## src/rtl/seg_scan_mux_pkg.sv

```systemverilog
// Shared display constants for the multiplexed seven-segment scanner.
// Segment patterns are active-high and use the bit order {g,f,e,d,c,b,a}.
package seg_scan_mux_pkg;

  localparam int SEG_WIDTH = 7;

  typedef enum int {
    SEG_A = 0,
    SEG_B = 1,
    SEG_C = 2,
    SEG_D = 3,
    SEG_E = 4,
    SEG_F = 5,
    SEG_G = 6
  } seg_bit_e;

  typedef logic [SEG_WIDTH-1:0] seg_pattern_t;

  localparam seg_pattern_t HEX_PATTERNS [16] = '{
    7'h3F, 7'h06, 7'h5B, 7'h4F, 7'h66, 7'h6D, 7'h7D, 7'h07,
    7'h7F, 7'h6F, 7'h77, 7'h7C, 7'h39, 7'h5E, 7'h79, 7'h71
  };

  function automatic seg_pattern_t hex_to_seg(input logic [3:0] nibble);
    return HEX_PATTERNS[nibble];
  endfunction

endpackage

```

## src/rtl/seg_scan_mux_hex_decode.sv

```systemverilog
// Combinational hex nibble to active-high seven-segment pattern decoder.
module seg_hex_decode
  import seg_scan_mux_pkg::*;
(
  input  logic [3:0]   nibble,
  output seg_pattern_t pattern
);

  assign pattern = hex_to_seg(nibble);

endmodule

```

## src/rtl/seg_scan_mux.sv

```systemverilog
// Time-multiplexed seven-segment scanner with frame-synchronous display
// updates, guard blanking, per-digit masking and leading-zero suppression.
module seg_scan_mux
  import seg_scan_mux_pkg::*;
#(
  parameter int NUM_DIGITS   = 8,
  parameter int DIV_BITS     = 12,
  parameter int GUARD_CYCLES = 4,
  parameter int ACTIVE_LOW   = 1,
  localparam int IDX_W       = (NUM_DIGITS > 1) ? $clog2(NUM_DIGITS) : 1
) (
  input  logic                    clk,
  input  logic                    rst,
  input  logic                    load,
  input  logic [4*NUM_DIGITS-1:0] data_in,
  input  logic [NUM_DIGITS-1:0]   dp_in,
  input  logic [NUM_DIGITS-1:0]   blank_mask,
  input  logic                    lz_suppress,
  output logic [6:0]              seg,
  output logic                    dp,
  output logic [NUM_DIGITS-1:0]   an,
  output logic [IDX_W-1:0]        digit_idx,
  output logic                    frame_tick,
  output logic                    load_ack
);

  localparam logic             INV  = (ACTIVE_LOW != 0);
  localparam logic [IDX_W-1:0] LAST = IDX_W'(NUM_DIGITS - 1);

  logic [DIV_BITS-1:0]     presc;
  logic [4*NUM_DIGITS-1:0] disp_data;
  logic [4*NUM_DIGITS-1:0] pend_data;
  logic [NUM_DIGITS-1:0]   disp_dp;
  logic [NUM_DIGITS-1:0]   pend_dp;
  logic                    pend_valid;
  logic                    presc_max;
  logic                    boundary;

  assign presc_max = (presc == '1);
  assign boundary  = presc_max && (digit_idx == LAST);

  // Scan counters plus the pending/display double buffer; new data only
  // reaches the display at the frame boundary so a frame is never torn.
  always_ff @(posedge clk) begin
    if (rst) begin
      presc      <= '0;
      digit_idx  <= '0;
      disp_data  <= '0;
      disp_dp    <= '0;
      pend_data  <= '0;
      pend_dp    <= '0;
      pend_valid <= 1'b0;
      frame_tick <= 1'b0;
      load_ack   <= 1'b0;
    end else begin
      presc      <= presc + 1'b1;
      frame_tick <= boundary;
      load_ack   <= 1'b0;
      if (presc_max) begin
        digit_idx <= (digit_idx == LAST) ? '0 : digit_idx + 1'b1;
      end
      if (boundary) begin
        if (load) begin
          disp_data <= data_in;
          disp_dp   <= dp_in;
          load_ack  <= 1'b1;
        end else if (pend_valid) begin
          disp_data <= pend_data;
          disp_dp   <= pend_dp;
          load_ack  <= 1'b1;
        end
        pend_valid <= 1'b0;
      end else if (load) begin
        pend_data  <= data_in;
        pend_dp    <= dp_in;
        pend_valid <= 1'b1;
      end
    end
  end

  logic [3:0]            nibble;
  logic                  cur_dp;
  logic                  masked;
  logic                  nonzero_above;
  logic                  lz_dark;
  logic                  guard_dark;
  logic                  dark;
  logic [NUM_DIGITS-1:0] an_sel;
  seg_pattern_t          pattern;

  always_comb begin
    nibble        = 4'h0;
    cur_dp        = 1'b0;
    masked        = 1'b0;
    an_sel        = '0;
    nonzero_above = 1'b0;
    for (int i = 0; i < NUM_DIGITS; i++) begin
      if (digit_idx == IDX_W'(i)) begin
        nibble    = disp_data[4*i +: 4];
        cur_dp    = disp_dp[i];
        masked    = blank_mask[i];
        an_sel[i] = 1'b1;
      end
      if ((i >= int'(digit_idx)) && (disp_data[4*i +: 4] != 4'h0)) begin
        nonzero_above = 1'b1;
      end
    end
    lz_dark    = lz_suppress && (digit_idx != '0) && !nonzero_above;
    guard_dark = (presc < DIV_BITS'(GUARD_CYCLES));
    dark       = guard_dark || masked || lz_dark;
  end

  seg_hex_decode u_decode (
    .nibble  (nibble),
    .pattern (pattern)
  );

  // Output register: drive levels are formed active-high, then flipped for
  // common-anode style hardware.
  always_ff @(posedge clk) begin
    if (rst) begin
      an  <= {NUM_DIGITS{INV}};
      seg <= {7{INV}};
      dp  <= INV;
    end else begin
      an  <= (dark ? '0 : an_sel) ^ {NUM_DIGITS{INV}};
      seg <= (dark ? 7'h00 : pattern) ^ {7{INV}};
      dp  <= (dark ? 1'b0 : cur_dp) ^ INV;
    end
  end

endmodule

```

## config.mk

```make
export PLATFORM = sky130hd
export DESIGN_NAME = seg_scan_mux
export DESIGN_NICKNAME = d
export VERILOG_FILES = /design/src/rtl/seg_scan_mux_pkg.sv /design/src/rtl/seg_scan_mux_hex_decode.sv /design/src/rtl/seg_scan_mux.sv
export SDC_FILE = /design/constraint.sdc
export NUM_CORES = 1
export LEC_CHECK = 0
export ABC_AREA = 1
export CORE_UTILIZATION = 59
export CTS_CLUSTER_DIAMETER = 100
export CTS_CLUSTER_SIZE = 24
export DETAILED_ROUTE_END_ITERATION = 8
export MAX_ROUTING_LAYER = met4
export PLACE_DENSITY = 0.85
export SKIP_CTS_REPAIR_TIMING = 1
export SLEW_MARGIN = 20
export SYNTH_ARGS = -nofsm -noshare
export SYNTH_HDL_FRONTEND = slang
export SYNTH_SLANG_ARGS = --single-unit
```

## constraint.sdc

```tcl
create_clock -name clk -period 5.9 [get_ports clk]
set_clock_uncertainty 0.05 [all_clocks]
set_input_delay 1.18 -clock clk [delete_from_list [all_inputs] [get_ports clk]]
set_output_delay 1.18 -clock clk [all_outputs]
set_load 0.1 [all_outputs]
```

### Word level (Yosys, flattened, before mapping)

Memories as Yosys holds them, arrays and structs flattened.
Index checks and enable logic that the tools add are counted.

| word-level totals | value |
|---|---|
| output and inout bits | 21 |
| bits in registers | 114 |
| memory bits (read-only) | 112 |
| memories | 1 |

Memory list:

| memory | words | bits a word | read ports | clocked after Yosys merged registers in | wr ports | line | text |
|---|---|---|---|---|---|---|---|
| (no name shown) | 16 | 7 | 1 | 0 | 0 | seg_scan_mux_pkg.sv:25 | `return HEX_PATTERNS[nibble];` |

| cells by class | value |
|---|---|
| reductions and logical operators | 28 |
| mux-type cells | 52 |
| $add $sub $neg | 2 |
| bitwise gates (word level) | 5 |
| $lt $le $gt $ge | 9 |
| equality and inequality tests | 8 |

Operator list:

| cell | count |
|---|---|
| 32-bit two-way mux | 2 |
| 1-bit two-way mux | 35 |
| 4-bit two-way mux | 8 |
| 4-bit nonzero test | 8 |
| 8-bit two-way mux | 3 |
| 7-bit two-way mux | 3 |
| 12-bit by 1-bit adder with 12-bit output (second input constant) | 1 |
| 12-bit equality test (second input constant) | 1 |
| 3-bit equality test (second input constant) | 4 |
| 12-bit by 3-bit less-than comparator with 1-bit output (second input constant) | 1 |
| 1-bit logical AND | 10 |
| 3-bit >= comparator (first input constant) | 3 |
| 8-bit inverter | 1 |
| 7-bit inverter | 1 |
| 3-bit by 2-bit equality test with 1-bit output (second input constant) | 2 |
| 1-bit by 3-bit >= comparator with 1-bit output (first input constant) | 2 |
| 2-bit by 3-bit >= comparator with 1-bit output (first input constant) | 2 |
| 5-bit >= comparator (second input constant) | 1 |
| 4-bit inverter with 5-bit output | 1 |
| 2-bit AND reduction | 2 |
| 2-bit OR reduction | 2 |
| 3-bit by 1-bit adder with 3-bit output (second input constant) | 1 |
| 3-bit by 1-bit equality test with 1-bit output (second input constant) | 1 |
| 3-bit zero test | 1 |
| other kinds (6) | 8 |

### Longest topological paths before layout

Gate-level depths: netlist (run 1).

| depth | value |
|---|---|
| word-level depth | 15 |
| depth in mapped cells | 20 |
| depth with buffers taken out | 19 |

### Hierarchy

From an unflattened synthesis (run 1), not the netlist that was laid out.

| second synthesis, totals | value |
|---|---|
| cells, all modules | 806 |
| area total of the unflattened synthesis | 5915.7 um^2 |

By module, submodules not included:

| module | times used | sequential area each (um^2) | cells an instance | area each (um^2) |
|---|---|---|---|---|
| seg_scan_mux | 1 | 2282.2 | 754 | 5645.4 |
| seg_hex_decode | 1 | 0.0 | 52 | 270.3 |

### Worst setup path before layout (run 1)

Ideal clock, no wire load.

| path | value |
|---|---|
| kind | register to register |
| from | register digit_idx[1] |
| to | register seg[3] |
| setup slack | 2825 ps |
| setup time | 123 ps |
| stages on the path, launching flop included | 13 |
| arrival time | 2902 ps |
| period minus slack after synthesis | 3075 ps |
| path through | dfxtp_1 -> ha_1 -> ha_1 -> clkbuf_1 -> inv_1 -> or2_2 -> nand2_1 -> inv_1 -> ha_1 -> inv_1 -> nand2_1 -> nand3_1 -> nand3_1 |

| between the ends | value |
|---|---|
| word-level cells in the longest chain between the ends | 15 |
| elaborated cells on any way between the ends | 58 |

Ends and longest elaborated chain:

| element | line | text |
|---|---|---|
| from (decl) | seg_scan_mux.sv:22 | `output logic [IDX_W-1:0] digit_idx,` |
| from (signal assigned) | seg_scan_mux.sv:60 | `digit_idx <= (digit_idx == LAST) ? '0 : digit_idx + 1'b1;` |
| 3-bit zero test or 1-bit by 3-bit >= comparator with 1-bit output (tied branches) | seg_scan_mux.sv:98, seg_scan_mux.sv:104 |  |
| 4-bit two-way mux or 1-bit logical AND (tied branches) | seg_scan_mux.sv:98, seg_scan_mux.sv:104 |  |
| 4-bit two-way mux or 1-bit two-way mux (tied branches) (7 in series) | seg_scan_mux.sv:98, seg_scan_mux.sv:104 |  |
| 4-bit inverter with 5-bit output (implied by the code) or 1-bit two-way mux (tied branches) | seg_scan_mux_pkg.sv:25, seg_scan_mux.sv:104 |  |
| memory 16 x 7 bit or 1-bit zero test (tied branches) | n/a |  |
| 7-bit two-way mux (implied by the code) or 1-bit logical AND (tied branches) | seg_scan_mux_pkg.sv:25, seg_scan_mux.sv:108 |  |
| 7-bit two-way mux (implied by the code) or 1-bit logical OR (tied branches) | seg_scan_mux_pkg.sv:25, seg_scan_mux.sv:110 |  |
| 7-bit two-way mux (*) | seg_scan_mux.sv:127 | `seg <= (dark ? 7'h00 : pattern) ^ {7{INV}};` |
| 7-bit inverter (no source line) (*) | n/a |  |
| to (signal assigned) | seg_scan_mux.sv:123 | `seg <= {7{INV}};` |
| to (signal assigned) | seg_scan_mux.sv:127 |  |
| to (decl) | seg_scan_mux.sv:19 | `output logic [6:0] seg,` |

Every way passes the cells marked *; elsewhere a longest branch is shown, timed or not. The select of a mux whose other input is x is not followed.
A chain may end at the register's enable or synchronous reset.

### Worst setup path in the final report (run 1)

| path | value |
|---|---|
| from | register digit_idx[2] |
| to | output digit_idx[2] |

No word-level cell between the ends.

==> impl_results.md, run 1 <==
- Global-route wire length before repair: 21000 µm
- Crit path max-delay family: buffers and inverters
- LEAKAGE: roughly 2.8 nW
- Post-Syn Nets: 798
- Least-Margin Pin Slew: about 1100 ps
- Largest net degree at the start of global routing: 57
- Post-DP HPWL: 8270 µm
- Hold_ws: 401 ps
- CP Data Arrival Time: 2310 ps
- Met1 usage in global routing: 35.5%
- CP required: ~4700 ps
- Hold Startpoint: presc[0]
- GRT overflow: 0
- Crit-path max cell delay: 1250 ps
- Placed inst area: roughly 6000 µm²
- Pre-antenna DRT Iters: 5
- Antenna Cells: 0
- Worst r2r src: digit_idx[0]
- Final instance area: 6540 µm²
- Reg2Reg Depth: 18
- Commonest non-fill, non-tap cell in the layout: nand2_1
- Antenna-violating nets left: 0
- M2 GR Usage: 50.1%
- Power Total: 1.93 mW
- Slew margin rel.: 26.6%
- FF-to-FF setup slack: 2880 ps
- Final Slew Violations: 0
- CTS clk-pin slew, worst paths: roughly 60 ps
- Die area: 9260 µm²
- Vias in the first global route: around 4700
- Initial antenna violation count: 0
- Register bit total from synthesis: 114
- Via density: 5.56
- Clock root cell: clkbuf_8
- Number of cells produced by synthesis: around 740
- # clock sinks: 114
- Drt drc: 0
- Sequential share of the synthesized area: 43.5%
- IO Pins: 73
- Vias: a little over 5000
- Most frequent cells in the layout: nand2_1, dfxtp_1, o21ai_0
- Detailed Route WL: 12700 µm
- Status: complete, no violations
- Area grow syn2layout: 24.7%
- Synth area leaders: dfxtp_1, nand2_1, o21ai_0
- Fmax: between 0.2 and 0.3 GHz
- Input/output buffers: 72
- CP Launch Type: flop
- # nets final: 853
- Hold path cells: 1
- Grt peak-use layer: met2
- Power density cells: 295 nW/µm²
- Share of layout cells above drive strength 1: 6.10%
- Core Box Area: 8680 µm²
- Avg Inst Size Synth: 7.13 µm²
- H-tree Lvls: 4
- Die height: approximately 96 µm
- Total GRT Usage: 30.2%
- Routability cong.: 0.919
- Setup violators final: 0
- Setup_tns: 0 ps
- Crit-path cells: clkdlybuf4s50_1
- RSZ-0062 raised after global routing: no
- Initial Util: 60.4%
- Initial DRC count: approximately 270
- R2R Path End: seg[3]
- Met3 Usage GRT: 7.66%
- CTS buffer count: 17
- Hold Crit Class: flop to flop
- Worst Path Buf+Inv: 1
- Slowest cell on crit path: clkdlybuf4s50_1
- Die X: approximately 96 µm
- Largest area contributor in the netlist: dfxtp_1
- Clk_lat worst skew: about 520 ps
- Post-synth top area share: around 44%
- Hold Path End: presc[0]
- Tmin final: 3540 ps
- Synthesized cell area: approximately 5200 µm²
- Final period util: about 60%
- Routed length per instance: about 14 µm
- CTS tree: done
- CTS max path bufs: 2
- WS Path Type: flop to output pin
- CP endpoint kind: output pin
- Netlist cell types: 30
- Maximum vdd ir drop: 0.206 mV
- YS warnings: 0
- # rows: 34
- Hold violation count in the final report: 0
- Max cap viols: 0
- Crit-path max FO: 10
-- registers in the layout (all words and copies together), names as in the netlist --
| name | count |
|---|---|
| load_ack | 1 |
| pend_valid | 1 |
| presc | 12 |
| digit_idx | 3 |
| seg | 7 |
| frame_tick | 1 |
| dp | 1 |
| an | 8 |
| disp_data | 32 |
| pend_dp | 8 |
| pend_data | 32 |
| disp_dp | 8 |
-- layer usage --
metal  vias to the layer above  wire length [µm]
met5                         -                 0
met4                         0               201
met3                        24               678
met2                       153              6190
met1                      2360              5680
li1                       2527                 -
-- final cells by class --
class,instances,area (µm²)
clock inverters,9,104
inverters,85,319
well taps,108,135
flip-flops and latches,114,2280
clock buffers,23,477
multi-input cells,496,2470
fillers,668,2140
repair buffers,76,746
-- worst max path at each step --
stage | startpoint | to | cells after the start
3_3_place_gp | rst | seg[0] | 7
5_1_grt | digit_idx[2] | digit_idx[2] | 1
3_5_place_dp | rst | seg[0] | 7
2_1_floorplan | digit_idx[1] | seg[3] | 12
6_report | digit_idx[2] | digit_idx[2] | 1
4_1_cts | digit_idx[2] | digit_idx[2] | 1
-- per-stage QoR --
stage / cells / setup WS, ps / util (%)
2_1_floorplan: 735 / 2820 / -
3_3_place_gp: 879 / 2300 / 68.6
3_5_place_dp: 879 / 2240 / 68.6
4_1_cts: 911 / 2360 / 75.3
5_1_grt: 911 / 2290 / 75.3
6_report: 911 / 2360 / 75.3
-- Yosys cell counts (all sizes together) --
master    n
nand3    36
inv      84
dfxtp   114
clkinv    1
a21boi    1
buf      12
o41ai     1
nor3      7
nand2   143
or2       6
nand4     5
a32oi     1
a21oi    54
nor4      4
a211oi   42
o21ai    94
xor2      1
o211ai    3
o21a      2
ha       11
clkbuf   28
nor2     85
-- cells by family (layout without fill, tap and decap cells) --
logic type	after synthesis	after routing	share of synthesized area [%]
xor gates and xnor gates	1	1	0.167
and+or+nand+nor	286	286	22.7
DFF	114	114	43.5
buffers and inverters	125	193	9.33
adders and majority gates	11	11	2.63
AOI/OAI and AO/OA	198	198	21.6
-- report_power, final --
| group | internal [mW] | leakage (nW) | switching [mW] |
|---|---|---|---|
| sequential | 0.793 | 0.930 | 0.00656 |
| combinational | 0.0579 | 1.55 | 0.0755 |
| clock | 0.643 | 0.284 | 0.354 |
| total | 1.49 | 2.77 | 0.436 |
Power figures use the tool's default switching activity.
==> run 2, diff against run 1 <==
CORE_UTILIZATION = 49   (was 59)
PLACE_DENSITY = 0.76   (was 0.85)
clock period = 2.9 ns   (was 5.9 ns; I/O delays follow)
==> impl_results.md, run 2 (synthesis gave the netlist of run 1 again) <==
- Detailed Route WL: 12400 µm (-2.5%)
- Status: complete, no violations
- Antenna-violating nets left: 0 (unchanged)
- Routability cong.: 0.830 (-9.7%)
- Clock root cell: clkbuf_8
- Pre-antenna DRT Iters: 4 (-1)
- Hold Crit Class: flop to flop
- M2 GR Usage: 39.0% (-11 points)
- Total GRT Usage: 24.6% (-5.6 points)
- CTS tree: done
- Maximum vdd ir drop: 0.318 mV (+54%)
- RSZ-0062 raised after global routing: no
- Grt peak-use layer: met2
- Vias: 4895 (-3.3%)
- LEAKAGE: 2.81 nW (+1.5%)
- CTS max path bufs: 2 (unchanged)
- Setup violators final: 0 (unchanged)
- Crit-path max FO: 11 (+1)
- GRT overflow: 0 (unchanged)
- Post-DP HPWL: 8540 µm (+3.3%)
- Setup_tns: 0 ps (unchanged)
- Placed inst area: 6020 µm² (+1.1%)
- CP Data Arrival Time: 2900 ps (+590 ps)
- Most frequent cells in the layout: nand2_1, dfxtp_1, o21ai_0
- Share of layout cells above drive strength 1: 9.89% (+3.8 points)
- Max cap viols: 0 (unchanged)
- Die height: 105 µm (+9.5%)
- Die X: 105 µm (+9.5%)
- WS Path Type: flop to flop
- Largest net degree at the start of global routing: 81 (+42%)
- CTS buffer count: 17 (unchanged)
- Routed length per instance: 13.2 µm (-6.0%)
- Area grow syn2layout: 26.2%
- Via density: 5.18 (-6.8%)
- Slew margin rel.: 60.3% (+34 points)
- CTS clk-pin slew, worst paths: 60 ps (about the same)
- Vias in the first global route: 4563 (-3.4%)
- IO Pins: 73 (unchanged)
- CP Launch Type: flop
- Commonest non-fill, non-tap cell in the layout: nand2_1
- Initial antenna violation count: 0 (unchanged)
- Fmax: around 0.40 GHz
- Largest registers: disp_data (32), pend_data (32), presc (12)
- Final instance area: 6620 µm² (+1.2%)
- Met1 usage in global routing: 30.9% (-4.5 points)
- Met3 Usage GRT: 6.00% (-1.7 points)
- Drt drc: 0 (unchanged)
- Power density cells: 597 nW/µm² (+100%)
- # rows: 37 (+8.8%)
- # clock sinks: 114 (unchanged)
- Die area: 11100 µm² (+20%)
- Final period util: 87.1%
- Antenna Cells: 0 (unchanged)
- Initial DRC count: 219 (-19%)
- Input/output buffers: 72 (unchanged)
- CP endpoint kind: flop
- Power Total: 3.95 mW (+100%)
- Least-Margin Pin Slew: 595 ps (-505 ps)
- Clk_lat worst skew: 520 ps (about the same)
- Core Box Area: 10400 µm² (+19%)
- Hold violation count in the final report: 0 (unchanged)
- Tmin final: 2530 ps
- H-tree Lvls: 4 (unchanged)
- Initial Util: 50.5% (-9.9 points)
- Global-route wire length before repair: 21100 µm (+0.85%)
- CP required: 3280 ps (-1390 ps)
- # nets final: 859 (+0.70%)
- Final Slew Violations: 0 (unchanged)
## run 2: metal layers
layer | part of all wire (%) | vias to the layer above
met4 | 1.4 | 0
met2 | 45 | 96
li1 | - | 2554
met1 | 50 | 2226
met5 | 0 | -
met3 | 3.4 | 19
## run 2: critical path, cell delays in order, from the launching register on
cell,delay [ps]
dfxtp_2,420
inv_1,110
ha_1,230
nand2_1,280
inv_1,140
nand2_1,80
nand2_1,40
inv_1,50
nand2_1,40
nand2_1,60
nand2_1,50
nand2_1,50
nand2_1,90
a21boi_1,190
buf_4,170
ha_1,140
nand2_1,70
o211ai_1,200
## run 2: layout make-up
type,instances,area (µm²)
Sequential cell,114,2280
Tap cell,136,170
Fill cell,981,3750
Timing Repair Buffer,82,776
Clock buffer,18,428
Multi-Input combinational cell,496,2470
Inverter,85,319
Clock inverter,14,164
## run 2: stage by stage
stage	utilization, %	setup slack, ps	instances	hold slack, ps
final	63.8	374	945	405
after global routing	63.8	69.8	945	418
after CTS	63.8	256	945	386
after detailed placement	58.1	277	913	388
after global placement	58.1	351	913	378
after floorplan	-	30.0	735	368
## run 2: final timing paths
path	start	endpoint	slack, ps	depth (start not counted)
worst min register to register	presc[0]	presc[0]	400	1
worst min-delay path	presc[0]	presc[0]	400	1
worst max register to register	digit_idx[0]	seg[2]	370	17
worst max-delay path	digit_idx[0]	seg[2]	370	17
## run 2: power breakdown
part | internal, mW | switching (mW) | leakage, nW | total [mW]
Sequential | 1.61 | 0.0130 | 0.931 | 1.63
Combinational | 0.123 | 0.152 | 1.60 | 0.275
Clock | 1.32 | 0.729 | 0.275 | 2.05
Total | 3.06 | 0.894 | 2.81 | 3.95
